==> src/rtl/uart_fifo_ctrl_pkg.sv <==
`default_nettype none
// ============================================================================
// Module   : uart_fifo_ctrl_pkg
// Purpose  : Shared encodings for the buffered uart sequencer.
// Revision : 1.0
// ============================================================================
package uart_fifo_ctrl_pkg;

    typedef enum logic [1:0] {
        S_IDLE  = 2'd0,
        S_POLL  = 2'd1,
        S_RX_RD = 2'd2,
        S_TX_WR = 2'd3
    } state_t;

    // Host-visible status register bits
    localparam int ST_TXFULL = 15;
    localparam int ST_RXNE   = 14;
    localparam int ST_OVR    = 13;
    localparam int ST_TXIDLE = 12;

    // Uart core status register bits
    localparam int U_TXBUSY = 15;
    localparam int U_RXFULL = 14;

    localparam logic REG_STAT = 1'b0;
    localparam logic REG_DATA = 1'b1;

endpackage
`default_nettype wire

==> src/rtl/uart_fifo_ctrl_if.sv <==
`default_nettype none
// ============================================================================
// Module   : uart_fifo_ctrl_if / uart_fifo_ctrl_uart_if
// Purpose  : Host-side and uart-side a0/rnw/cs_b register buses.
// Revision : 1.0
// ============================================================================
interface uart_fifo_ctrl_if;
    logic [15:0] h_din;
    logic [15:0] h_dout;
    logic        h_a0;
    logic        h_rnw;
    logic        h_cs_b;

    modport master (output h_din, h_a0, h_rnw, h_cs_b, input h_dout);
    modport slave  (input h_din, h_a0, h_rnw, h_cs_b, output h_dout);
endinterface

interface uart_fifo_ctrl_uart_if;
    logic [15:0] u_din;
    logic [15:0] u_dout;
    logic        u_a0;
    logic        u_rnw;
    logic        u_cs_b;

    modport master (output u_din, u_a0, u_rnw, u_cs_b, input u_dout);
    modport slave  (input u_din, u_a0, u_rnw, u_cs_b, output u_dout);
endinterface
`default_nettype wire

==> src/rtl/uart_fifo_ctrl_sync_fifo.sv <==
`default_nettype none
// ============================================================================
// Module   : sync_fifo
// Purpose  : 8-bit synchronous FIFO with combinational head read.
// Revision : 1.0
// ============================================================================
module sync_fifo #(
    parameter int DEPTH = 16,
    parameter int AW    = 4
) (
    input  wire logic       clk,
    input  wire logic       reset_b,
    input  wire logic       push,
    input  wire logic       pop,
    input  wire logic [7:0] wdata,
    output logic      [7:0] rdata,
    output logic            full,
    output logic            empty
);
    localparam logic [AW:0] c_depth = (AW+1)'(DEPTH);

    logic [7:0]    r_mem [DEPTH];
    logic [AW-1:0] r_wptr;
    logic [AW-1:0] r_rptr;
    logic [AW:0]   r_count;
    logic          w_do_pop;
    logic          w_do_push;

    assign full      = (r_count == c_depth);
    assign empty     = (r_count == '0);
    assign rdata     = r_mem[r_rptr];
    // A pop on empty is ignored; a push on full is accepted only alongside a real pop
    assign w_do_pop  = pop & ~empty;
    assign w_do_push = push & (~full | w_do_pop);

    always_ff @(posedge clk) begin
        if (w_do_push) r_mem[r_wptr] <= wdata;
    end

    always_ff @(posedge clk or negedge reset_b) begin
        if (!reset_b) begin
            r_wptr  <= '0;
            r_rptr  <= '0;
            r_count <= '0;
        end else begin
            if (w_do_push) r_wptr <= r_wptr + 1'b1;
            if (w_do_pop)  r_rptr <= r_rptr + 1'b1;
            case ({w_do_push, w_do_pop})
                2'b10:   r_count <= r_count + 1'b1;
                2'b01:   r_count <= r_count - 1'b1;
                default: r_count <= r_count;
            endcase
        end
    end
endmodule
`default_nettype wire

==> src/rtl/uart_fifo_ctrl.sv <==
`default_nettype none
// ============================================================================
// Module   : uart_fifo_ctrl
// Purpose  : Polls a uart core, buffering RX/TX bytes in FIFOs for the host.
//            Optional irq output with `define UART_FIFO_CTRL_IRQ_EN.
// Revision : 1.0
// ============================================================================
module uart_fifo_ctrl
    import uart_fifo_ctrl_pkg::*;
#(
    parameter int DEPTH = 16,
    parameter int AW    = 4
) (
    input  wire logic             clk,
    input  wire logic             reset_b,
    uart_fifo_ctrl_if.slave       host,
    uart_fifo_ctrl_uart_if.master uart
`ifdef UART_FIFO_CTRL_IRQ_EN
    ,
    output logic                  irq
`endif
);
    state_t     r_state;
    state_t     w_next;
    logic       r_ovr;
    logic       w_stat_rd;
    logic       w_data_rd;
    logic       w_data_wr;
    logic       w_rx_push;
    logic       w_rx_drop;
    logic [7:0] w_rx_head;
    logic [7:0] w_tx_head;
    logic       w_rx_full;
    logic       w_rx_empty;
    logic       w_tx_full;
    logic       w_tx_empty;
    logic       w_unused_bits;

    assign w_stat_rd = ~host.h_cs_b &  host.h_rnw & (host.h_a0 == REG_STAT);
    assign w_data_rd = ~host.h_cs_b &  host.h_rnw & (host.h_a0 == REG_DATA);
    assign w_data_wr = ~host.h_cs_b & ~host.h_rnw & (host.h_a0 == REG_DATA);
    assign w_rx_push = (r_state == S_RX_RD);
    // A full RX FIFO still takes the byte when the host pops in the same cycle
    assign w_rx_drop = w_rx_push & w_rx_full & ~w_data_rd;
    assign w_unused_bits = ^{host.h_din[15:8], uart.u_dout[13:8]};

    sync_fifo #(.DEPTH(DEPTH), .AW(AW)) rx_fifo (
        .clk     (clk),
        .reset_b (reset_b),
        .push    (w_rx_push),
        .pop     (w_data_rd),
        .wdata   (uart.u_dout[7:0]),
        .rdata   (w_rx_head),
        .full    (w_rx_full),
        .empty   (w_rx_empty)
    );

    sync_fifo #(.DEPTH(DEPTH), .AW(AW)) tx_fifo (
        .clk     (clk),
        .reset_b (reset_b),
        .push    (w_data_wr),
        .pop     (r_state == S_TX_WR),
        .wdata   (host.h_din[7:0]),
        .rdata   (w_tx_head),
        .full    (w_tx_full),
        .empty   (w_tx_empty)
    );

    always_ff @(posedge clk or negedge reset_b) begin
        if (!reset_b) begin
            r_state <= S_IDLE;
            r_ovr   <= 1'b0;
        end else begin
            r_state <= w_next;
            if (w_rx_drop)      r_ovr <= 1'b1;
            else if (w_stat_rd) r_ovr <= 1'b0;
        end
    end

    always_comb begin
        w_next      = r_state;
        uart.u_cs_b = 1'b1;
        uart.u_rnw  = 1'b1;
        uart.u_a0   = REG_STAT;
        uart.u_din  = 16'h0000;
        case (r_state)
            S_IDLE: w_next = S_POLL;
            S_POLL: begin
                uart.u_cs_b = 1'b0;
                if (uart.u_dout[U_RXFULL])
                    w_next = S_RX_RD;
                else if (!uart.u_dout[U_TXBUSY] && !w_tx_empty)
                    w_next = S_TX_WR;
            end
            S_RX_RD: begin
                uart.u_cs_b = 1'b0;
                uart.u_a0   = REG_DATA;
                w_next      = S_POLL;
            end
            S_TX_WR: begin
                uart.u_cs_b = 1'b0;
                uart.u_rnw  = 1'b0;
                uart.u_a0   = REG_DATA;
                uart.u_din  = {8'h00, w_tx_head};
                w_next      = S_POLL;
            end
            default: w_next = S_IDLE;
        endcase
    end

    always_comb begin
        host.h_dout = 16'h0000;
        if (host.h_a0 == REG_DATA) begin
            if (!w_rx_empty) host.h_dout = {8'h00, w_rx_head};
        end else begin
            host.h_dout[ST_TXFULL] = w_tx_full;
            host.h_dout[ST_RXNE]   = ~w_rx_empty;
            host.h_dout[ST_OVR]    = r_ovr;
            host.h_dout[ST_TXIDLE] = w_tx_empty & (r_state != S_TX_WR);
        end
    end

`ifdef UART_FIFO_CTRL_IRQ_EN
    always_ff @(posedge clk or negedge reset_b) begin
        if (!reset_b) irq <= 1'b0;
        else          irq <= ~w_rx_empty | r_ovr;
    end
`endif
endmodule
`default_nettype wire

==> src/flat_wrapper.sv <==
// flat-port wrapper written by rule: the top's interface ports become plain ports
module uart_fifo_ctrl_flat import uart_fifo_ctrl_pkg::*;
#(
    parameter int DEPTH = 16,
    parameter int AW    = 4
)
  (clk, reset_b, host_h_din, host_h_a0, host_h_rnw, host_h_cs_b, host_h_dout, uart_u_din, uart_u_a0, uart_u_rnw, uart_u_cs_b, uart_u_dout);
  uart_fifo_ctrl_if host_i ();
  uart_fifo_ctrl_uart_if uart_i ();
  input  wire logic clk;
  input  wire logic reset_b;
  input wire logic [$bits(host_i.h_din)-1:0] host_h_din;
  input wire logic [$bits(host_i.h_a0)-1:0] host_h_a0;
  input wire logic [$bits(host_i.h_rnw)-1:0] host_h_rnw;
  input wire logic [$bits(host_i.h_cs_b)-1:0] host_h_cs_b;
  output wire logic [$bits(host_i.h_dout)-1:0] host_h_dout;
  output wire logic [$bits(uart_i.u_din)-1:0] uart_u_din;
  output wire logic [$bits(uart_i.u_a0)-1:0] uart_u_a0;
  output wire logic [$bits(uart_i.u_rnw)-1:0] uart_u_rnw;
  output wire logic [$bits(uart_i.u_cs_b)-1:0] uart_u_cs_b;
  input wire logic [$bits(uart_i.u_dout)-1:0] uart_u_dout;
  assign host_i.h_din = host_h_din;
  assign host_i.h_a0 = host_h_a0;
  assign host_i.h_rnw = host_h_rnw;
  assign host_i.h_cs_b = host_h_cs_b;
  assign host_h_dout = host_i.h_dout;
  assign uart_u_din = uart_i.u_din;
  assign uart_u_a0 = uart_i.u_a0;
  assign uart_u_rnw = uart_i.u_rnw;
  assign uart_u_cs_b = uart_i.u_cs_b;
  assign uart_i.u_dout = uart_u_dout;
  uart_fifo_ctrl #(.DEPTH(DEPTH), .AW(AW)) u_core (.clk(clk), .reset_b(reset_b), .host(host_i), .uart(uart_i));
endmodule
==> config.mk <==
export PLATFORM = sky130hd
export DESIGN_NAME = uart_fifo_ctrl_flat
export DESIGN_NICKNAME = d
export VERILOG_FILES = /design/src/rtl/uart_fifo_ctrl_pkg.sv /design/src/rtl/uart_fifo_ctrl_if.sv /design/src/rtl/uart_fifo_ctrl_sync_fifo.sv /design/src/rtl/uart_fifo_ctrl.sv /design/src/flat_wrapper.sv
export SDC_FILE = /design/constraint.sdc
export NUM_CORES = 1
export LEC_CHECK = 0
export CORE_ASPECT_RATIO = 1.25
export CORE_MARGIN = 4
export CORE_UTILIZATION = 35
export CTS_CLUSTER_SIZE = 24
export DETAILED_ROUTE_END_ITERATION = 12
export GPL_TIMING_DRIVEN = 0
export SYNTH_ARGS = -nofsm -noshare
export SYNTH_HDL_FRONTEND = slang
export SYNTH_SLANG_ARGS = --single-unit
==> constraint.sdc <==
create_clock -name clk -period 3 [get_ports clk]
set_input_delay 0.75 -clock clk [delete_from_list [all_inputs] [get_ports clk]]
set_output_delay 0.75 -clock clk [all_outputs]
set_load 0.01 [all_outputs]
==> impl_metrics.ini, run 1 <==
[status]
status = finished with violations
violations = setup timing

[synth]
syn-cell-area_mm2 = 0.0117
async_flop_share_pct = 10.2
synth_enable_flop_cells = 256
avgSynthCellArea_um2 = 18.7
synth_seq_cells = 285
yosysWarnings = 0
synth.distinct_cells = 54
synth_ff_type = edfxtp_1
synth_cells = 626
yosysSeqAreaShare_pct = 72.1

[final_layout]
diodes = 0
drive_gt1_share_pct = 35.7
final_common_cell = edfxtp_1
layout_common_cells = 256 x edfxtp_1, 64 x mux4_2, 38 x buf_4
fin_util_pct = 43.8
fin_nets = 798
finalNonFillerCells = 1185
postLayoutCellArea_mm2 = 0.0144
areaGrowthSynthToFinish_pct = 22.9

[cts]
cts.root.buffer_cell = clkbuf_16
cts.path.max_buffers = 3
h-tree-depth = 1
tritoncts = yes
cts_buffers = 29
cts_hold_buffers = 0
clk_latency_ns = 0.57
clkTransAtPathRegs_ns = 0.06
cts.sink_count = 285

[sta]
finalCritPeriodShare_pct = 104
tns_ns = -0.700
hold_violations = 0
final-setup-viol-count = 8
rsz0062_at_grt = true
final.setup.worst_slack_ns = -0.128
tightest_slew_ns = 0.861
finClkSkew_ns = 0.0137
fmax_mhz = 320
slew_viol_final = 0
final.min_clock_period_ns = 3.13
slew_headroom_pct = 42.3

[critical_path]
rr_startpoint = u_core.tx_fifo.r_count[0]
slowest_stage = mux4_2
end_kind = output port
rr_worst_depth = 11
path_cells = buf_8 -> buf_12 -> buf_4 -> mux4_2 -> mux2i_2 -> o22ai_2 -> buf_2
worst-path-max-fanout = 7
ff2ff_setup_slack_ns = 0.33
critical_path.reg2reg.endpoint = u_core.tx_fifo.r_count[4]
critPathLaunchType = flop
worst_ep_arrival_time_ns = 2.38
path_class = reg -> out
cpPeakStageDelay_ns = 0.50
cp.required_ns = 2.25

[pwr]
leakage_uw = 0.00478
powerDensity_mw_per_mm2 = 899
ir_drop_v = 0.000501

[floorplanning]
die_h_um = 212
start_util_pct = 35.6
ios = 72
core_mm2 = 0.0328
row_count = 74
chipWidth_um = 171
dieArea_mm2 = 0.0364

[worst_hold_path]
hold_path_class = in -> async

[place]
dp_hpwl_mm = 15.4
dp.cells = 1100
port-buffer-count = 44
dpl_cell_area_mm2 = 0.0127
pre_cts_ws_ns = -0.974
place.gp.congestion = 0.762

[route]
postRouteAntennaNets = 0
routed_wl_mm = 24.4
firstDrtPassIters = 5
drc = 0
avgViaCountPerCell = 4.99
drtIter0Drc = 408
wl_per_cell_um = 20.6
vias = 5918

[global_route]
first_global_vias = 6164
gr-total-overflow = 0
grt_max_degree = 30
antenna_found_initial = 0
grt_pass1_wl_mm = 36.7
groute.usage.overall_pct = 13.4

[run]
maxCapViolations = 0
[layer usage]
metal | part of all wire [%] | track usage [%]
met2 | 55 | 24.6
met1 | 40 | 16.2
met5 | 0 | 0
met4 | 2.0 | 4.07
met3 | 3.5 | 1.97
[critical path, delay by kind of cell (launching register included)]
kind	cells	cell delay [ns]
muxes	2	0.70
buffers and inverters	4	0.60
DFF	1	0.38
AOI/OAI and AO/OA	1	0.13
[worst max-delay path by stage]
stage | startpoint | to | depth (start not counted)
3_5_place_dp | host_h_cs_b | u_core.rx_fifo.r_mem[2][0] | 5
6_report | u_core.tx_fifo.r_rptr[0] | uart_u_din[0] | 7
5_1_grt | u_core.tx_fifo.r_rptr[0] | uart_u_din[3] | 7
4_1_cts | u_core.tx_fifo.r_rptr[0] | uart_u_din[2] | 6
2_1_floorplan | host_h_a0 | u_core.tx_fifo.r_mem[3][0] | 5
3_3_place_gp | host_h_cs_b | u_core.tx_fifo.r_mem[3][4] | 5
[final cells by class]
type                       count  area, µm²
fill                        2852      18400
clock buffer                  41        781
buffer                        36        322
tap                          418        523
timing repair buffer          83        746
sequential                   285       8420
clock inverter                12        131
multi-input combinational    301       3390
inverter                       9       36.3
[cells by family after synthesis]
logic type,share of synthesized area [%]
flops,72.1
simple gates,5.32
mux,14.4
buf+inv,2.19
compound gates,2.69
xor+xnor,1.50
fa+ha+maj,1.78
other cells,0.0321
[power by group]
group / total, µW / switching, µW / internal [µW]
sequential: 4850 / 245 / 4600
clock: 3490 / 1500 / 1990
combinational: 4560 / 2180 / 2370
[through the flow]
stage | power [µW] | hold slack, ns
finish | 12900 | 0.240
global route | 13500 | 0.290
CTS | 12900 | 0.245
detailed placement | 8470 | 0.525
global placement | 8430 | 0.512
floorplan | 7340 | 0.454
[registers in the layout, summed over array words and instances (netlist names)]
name,count
u_core.rx_fifo.r_mem,128
u_core.tx_fifo.r_mem,128
u_core.rx_fifo.r_count,5
u_core.tx_fifo.r_count,5
u_core.rx_fifo.r_rptr,4
u_core.rx_fifo.r_wptr,4
u_core.tx_fifo.r_rptr,4
u_core.tx_fifo.r_wptr,4
u_core.r_state,2
u_core.r_ovr,1
[repair_timing]
| action | CTS | global route |
|---|---|---|
| gates resized for setup | 167 | 49 |
| setup endpoints to repair | 80 | 167 |
| cloned | 1 | 0 |
| pin swaps | 15 | 9 |
| setup buffers | 31 | 8 |
| endpoints found under the hold margin | 0 | 0 |
[Yosys cell counts (all sizes together) (2+ instances only)]
cell / count / share of area [%]
dfrtp: 29 / 6.2
nor3b: 3 / 0.19
nand2: 20 / 0.71
o21ai: 11 / 0.47
mux2: 6 / 0.64
nand3b: 2 / 0.13
a21oi: 4 / 0.27
nand4: 4 / 0.21
nor4: 4 / 0.34
ha: 15 / 1.6
mux2i: 17 / 1.5
xnor2: 17 / 1.3
nor2b: 4 / 0.21
clkbuf: 8 / 0.26
nand3: 3 / 0.13
a21o: 2 / 0.15
nor3: 18 / 0.77
edfxtp: 256 / 66
mux4: 64 / 12
inv: 9 / 0.31
xor2: 3 / 0.23
nand2b: 8 / 0.43
nor2: 47 / 1.7
o22ai: 16 / 0.86
a31oi: 4 / 0.27
buf: 34 / 1.6
Note: power is estimated with default switching activity, not from simulation.
==> run 2, diff against run 1 <==
--- a/config.mk
+++ b/config.mk
@@ -11,6 +11,7 @@
 export CTS_CLUSTER_SIZE = 24
 export DETAILED_ROUTE_END_ITERATION = 12
 export GPL_TIMING_DRIVEN = 0
+export SETUP_SLACK_MARGIN = 0.1
 export SYNTH_ARGS = -nofsm -noshare
 export SYNTH_HDL_FRONTEND = slang
 export SYNTH_SLANG_ARGS = --single-unit
==> constraint.sdc (replaced) <==
create_clock -name clk -period 2.7 [get_ports clk]
set_input_delay 0.675 -clock clk [delete_from_list [all_inputs] [get_ports clk]]
set_output_delay 0.675 -clock clk [all_outputs]
set_load 0.01 [all_outputs]
==> run 2 against run 1 <==
The flow still finishes with violations (setup timing). Sequential share of layout area fell by 2.5 points. Core utilization rose by 2.0 points. Global-route usage rose by 0.22 points. Register-to-register slack got worse by 0.14 ns. Highest routed layer unchanged. Wire length grew 1.6%. Die area is the same. Critical endpoint is now uart_u_din[7]. Sequential power grew 11%.
==> impl_metrics.ini, run 2 (synthesis gave the netlist of run 1 again) <==
[status]
status = finished with violations
violations = setup timing

[global_route]
antenna_found_initial = 0
grt_pass1_wl_mm = 37.5
gr-total-overflow = 0
first_global_vias = 6284
groute.usage.overall_pct = 13.6
grt_max_degree = 30

[route]
vias = 6023
firstDrtPassIters = 7
drc = 0
wl_per_cell_um = 20.5
postRouteAntennaNets = 0
avgViaCountPerCell = 4.98
routed_wl_mm = 24.8
drtIter0Drc = 439

[final_layout]
finalNonFillerCells = 1209
fin_nets = 823
areaGrowthSynthToFinish_pct = 28.5
multiInputGateArea_mm2 = 0.00371
regArea_mm2 = 0.00842
drive_gt1_share_pct = 42.1
final_common_cell = edfxtp_1
layout_common_cells = 256 x edfxtp_1, 64 x mux4_2, 41 x buf_4
diodes = 0
postLayoutCellArea_mm2 = 0.0150
nFillCells = 2785
largestRegisters = u_core.rx_fifo.r_mem x128, u_core.tx_fifo.r_mem x128

[pwr]
powerDensity_mw_per_mm2 = 994
ir_drop_v = 0.000500
p_total_uw = 14900
leakage_uw = 0.00499

[sta]
finClkSkew_ns = 0.00939
final-setup-viol-count = 16
fmax_mhz = 329
finalCritPeriodShare_pct = 113
hold_violations = 0
slew_headroom_pct = 51.0
rsz0062_at_grt = true
hold_ws_ns = 0.185
tightest_slew_ns = 0.728
final.min_clock_period_ns = 3.04
slew_viol_final = 0
final.setup.worst_slack_ns = -0.340

[run]
maxCapViolations = 0

[floorplanning]
core_mm2 = 0.0328
ios = 72
chipWidth_um = 171
start_util_pct = 35.6
dieArea_mm2 = 0.0364
die_h_um = 212
row_count = 74

[cts]
clkTransAtPathRegs_ns = 0.06
cts.path.max_buffers = 3
cts_buffers = 29
clk_latency_ns = 0.55
h-tree-depth = 1
tritoncts = yes
cts.sink_count = 285
cts_hold_buffers = 0
cts.root.buffer_cell = clkbuf_16

[critical_path]
end_kind = output port
cp.required_ns = 2.03
worst_ep_arrival_time_ns = 2.36
critPathLaunchType = flop
path_class = reg -> out
worst-path-max-fanout = 6

[place]
dpl_cell_area_mm2 = 0.0127
port-buffer-count = 44
dp_hpwl_mm = 15.1
dp.cells = 1101
place.gp.congestion = 0.732

[worst_hold_path]
hold_path_class = in -> async
run 2: critical path, cell delays in order (launching register included):
cell     delay, ns
dfrtp_1       0.37
buf_8         0.15
buf_12        0.12
buf_16        0.12
mux4_2        0.54
mux2i_4       0.22
o22ai_2       0.11
buf_2         0.17
run 2: layer usage:
layer  up-vias  track usage, %  wire length (µm)
li1       2758               -                 -
met1      3113            17.3             10100
met2       119            24.4             13300
met3        33            2.14              1010
met4         0            3.33               416
met5         -               0                 0
run 2: what timing repair did:
action | 4_1_cts | 5_1_grt
pin swaps | 20 | 29
gates cloned | 5 | 0
resized for setup | 234 | 79
setup endpoints to repair | 279 | 243
buffers inserted | 37 | 16
run 2: report_power, final:
part / internal (µW) / switching [µW] / leakage (µW) / total [µW]
registers: 5120 / 268 / 0.00264 / 5380
clock network: 2070 / 1650 / 0.000427 / 3720
logic: 3080 / 2740 / 0.00192 / 5810
total: 10300 / 4650 / 0.00499 / 14900
run 2: area by class of cell:
cell class	count	area share (%)
Clock buffer	35	4.99
Tap cell	418	3.49
Inverter	9	0.275
Multi-Input combinational cell	301	24.8
Buffer	40	2.47
Sequential cell	285	56.1
Timing Repair Buffer	104	7.07
Clock inverter	17	0.817
run 2: final timing paths:
check | from | to | slack [ns] | depth (start not counted)
worst max-delay path | u_core.tx_fifo.r_rptr[0] | uart_u_din[7] | -0.34 | 7
worst min-delay path | reset_b | u_core.tx_fifo.r_count[3] | 0.18 | 1
worst max register to register | u_core.rx_fifo.r_count[0] | u_core.rx_fifo.r_count[4] | 0.19 | 11
worst min register to register | u_core.r_state[1] | u_core.r_state[1] | 0.50 | 1
max in group asynchronous | reset_b | u_core.rx_fifo.r_rptr[0] | 2.01 | 1
min in group clk | u_core.r_state[1] | u_core.r_state[1] | 0.50 | 1
run 2: through the flow:
| step | worst slack (ns) | setup TNS (ns) | util [%] |
|---|---|---|---|
| after floorplan | -0.0263 | -0.626 | - |
| after global placement | -1.22 | -214.44 | 38.8 |
| after detailed placement | -0.889 | -203.39 | 38.8 |
| after CTS | -0.346 | -4.22 | 44.2 |
| after global routing | -0.387 | -4.78 | 45.8 |
| final | -0.340 | -3.41 | 45.8 |
==> run 3, diff against run 2 <==
--- a/config.mk
+++ b/config.mk
@@ -6,8 +6,9 @@
 export NUM_CORES = 1
 export LEC_CHECK = 0
 export CORE_ASPECT_RATIO = 1.25
-export CORE_MARGIN = 4
+export CORE_MARGIN = 2
 export CORE_UTILIZATION = 35
+export CTS_BUF_LIST = sky130_fd_sc_hd__clkbuf_4
 export CTS_CLUSTER_SIZE = 24
 export DETAILED_ROUTE_END_ITERATION = 12
 export GPL_TIMING_DRIVEN = 0
==> run 3 against run 2 <==
The flow finishes with violations (DRC, setup timing). Final cell count is 6.3% higher. Wire length is 1.5% higher. Fmax down 0.77%. Clock-buffer cell count grew 69. Register-to-register slack got worse by 0.05 ns. Sequential share of layout area rose by 0.72 points. Non-clock buffer count fell by 4. Critical path depth decreased by 1. Power is 2.4% lower. Via count rose by 4.2%. Critical endpoint is now uart_u_din[0]. Largest cell class unchanged.
==> impl_metrics.ini, run 3 (synthesis gave the netlist of run 1 again) <==
[worst_hold_path]
hold_path_class = in -> reg

[place]
place.gp.congestion = 0.728
dp_hpwl_mm = 15.1
port-buffer-count = 44
dpl_cell_area_mm2 = 0.0127
dp.cells = 1099
pre_cts_ws_ns = -0.866

[sta]
hold_ws_ns = 0.424
finClkSkew_ns = 0.0694
fmax_mhz = 326
final-setup-viol-count = 16
slew_viol_final = 0
rsz0062_at_grt = true
slew_headroom_pct = 44.8
final.setup.worst_slack_ns = -0.363
finalCritPeriodShare_pct = 113
tightest_slew_ns = 0.826
final.min_clock_period_ns = 3.06
hold_violations = 0

[final_layout]
largestRegisters = u_core.rx_fifo.r_mem x128, u_core.tx_fifo.r_mem x128
fin_util_pct = 45.2
nFillCells = 2915
fin_nets = 863
drive_gt1_share_pct = 46.4
layout_common_cells = 256 x edfxtp_1, 106 x clkbuf_4, 64 x mux4_2
final_common_cell = edfxtp_1
finalNonFillerCells = 1285
postLayoutCellArea_mm2 = 0.0148
areaGrowthSynthToFinish_pct = 26.9

[critical_path]
cp.required_ns = 2.03
end_kind = output port
cp_common_cell = buf_12
worst_ep_arrival_time_ns = 2.39
path_cells = buf_12 -> buf_12 -> mux4_2 -> mux2i_4 -> o22ai_2 -> buf_2
ff2ff_setup_slack_ns = 0.14
cpPeakStageDelay_ns = 0.53
critPathLaunchType = flop
worst-path-max-fanout = 5
slowest_stage = mux4_2
path_class = reg -> out

[floorplanning]
dieArea_mm2 = 0.0348
row_count = 74
ios = 72
chipWidth_um = 167
start_util_pct = 35.6
core_mm2 = 0.0328
die_h_um = 208

[global_route]
groute.usage.overall_pct = 14.7
antenna_found_initial = 1
grt_pass1_wl_mm = 38.9
gr-total-overflow = 0
first_global_vias = 6906
grt_max_degree = 30

[run]
maxCapViolations = 0

[cts]
cts.sink_count = 285
clkTransAtPathRegs_ns = 0.06
clk_latency_ns = 0.69
tritoncts = yes
cts_buffers = 73
cts.path.max_buffers = 3
h-tree-depth = 3
cts.root.buffer_cell = clkbuf_4

[route]
vias = 6274
postRouteAntennaNets = 0
avgViaCountPerCell = 4.88
wl_per_cell_um = 19.6
routed_wl_mm = 25.2
firstDrtPassIters = 8
drc = 2
drtIter0Drc = 386

[pwr]
powerDensity_mw_per_mm2 = 983
leakage_uw = 0.00501
ir_drop_v = 0.000343

[status]
status = finished with violations
violations = DRC, setup timing
==> run 3: changes by cell type in the layout (fill, tap and decap cells not counted), moves of 4 or more <==
| cell | previous run | this run |
|---|---|---|
| buf_12 | 15 | 9 |
| mux2i_1 | 11 | 7 |
| clkinv_1 | 6 | 18 |
| clkbuf_16 | 30 | 4 |
| clkbuf_1 | 9 | 3 |
| buf_16 | 4 | 0 |
| nor2_4 | 26 | 7 |
| clkbuf_4 | 2 | 106 |
| buf_4 | 41 | 52 |
| nor2_2 | 6 | 24 |
==> run 3: stage by stage <==
step           setup TNS, ns  total power (µW)
3_5_place_dp         -210.23              9420
5_1_grt                -6.43             15400
3_3_place_gp         -218.37              9350
2_1_floorplan         -0.626              8170
4_1_cts                -5.60             14100
6_report               -4.37             14600
==> run 3: cell type report <==
cell class | instances | area [µm²] | area share (%)
multi-input cells | 301 | 3640 | 24.6
inverters | 9 | 41.3 | 0.279
clock inverters | 27 | 129 | 0.870
repair buffers | 100 | 900 | 6.07
plain buffers | 40 | 379 | 2.56
diodes | 1 | 2.50 | 0.0169
well taps | 418 | 523 | 3.53
flip-flops and latches | 285 | 8420 | 56.8
clock buffers | 104 | 781 | 5.27
==> run 3: routing by layer <==
| metal | global-route usage, % | share of wire [%] | vias up |
|---|---|---|---|
| met2 | 26.0 | 54 | 152 |
| li1 | - | - | 2890 |
| met5 | 0 | 0 | - |
| met3 | 3.29 | 4.5 | 34 |
| met1 | 17.3 | 39 | 3198 |
| met4 | 5.97 | 1.8 | 0 |
==> run 3: worst paths after layout <==
check	from	to	depth (start not counted)
setup / recovery	u_core.tx_fifo.r_rptr[0]	uart_u_din[0]	6
hold / removal	host_h_a0	u_core.r_ovr	3
setup reg to reg	u_core.tx_fifo.r_count[1]	u_core.tx_fifo.r_count[4]	12
hold reg to reg	u_core.r_ovr	u_core.r_ovr	2
max in group asynchronous	reset_b	u_core.rx_fifo.r_rptr[0]	2
min in group asynchronous	reset_b	u_core.tx_fifo.r_count[4]	2
==> run 3: worst max-delay path: cells and delay by family, from the launching register on <==
| family | cells | cell delay [ns] |
|---|---|---|
| flops | 1 | 0.42 |
| buf+inv | 3 | 0.45 |
| compound gates | 1 | 0.10 |
| mux | 2 | 0.74 |
==> run 3: power by group <==
group | internal (µW) | leakage [µW] | switching [µW] | total (µW)
clock network | 1800 | 0.000528 | 1720 | 3520
registers | 5120 | 0.00264 | 246 | 5360
logic | 2970 | 0.00184 | 2710 | 5680
==> run 3: what timing repair did <==
item / in CTS / in global routing
cloned: 0 / 4
resized for setup: 234 / 55
hold buffers: 1 / 0
pin swaps: 20 / 23
hold endpoints to repair: 3 / 0
setup buffers: 38 / 14
endpoints found under the setup margin: 278 / 211
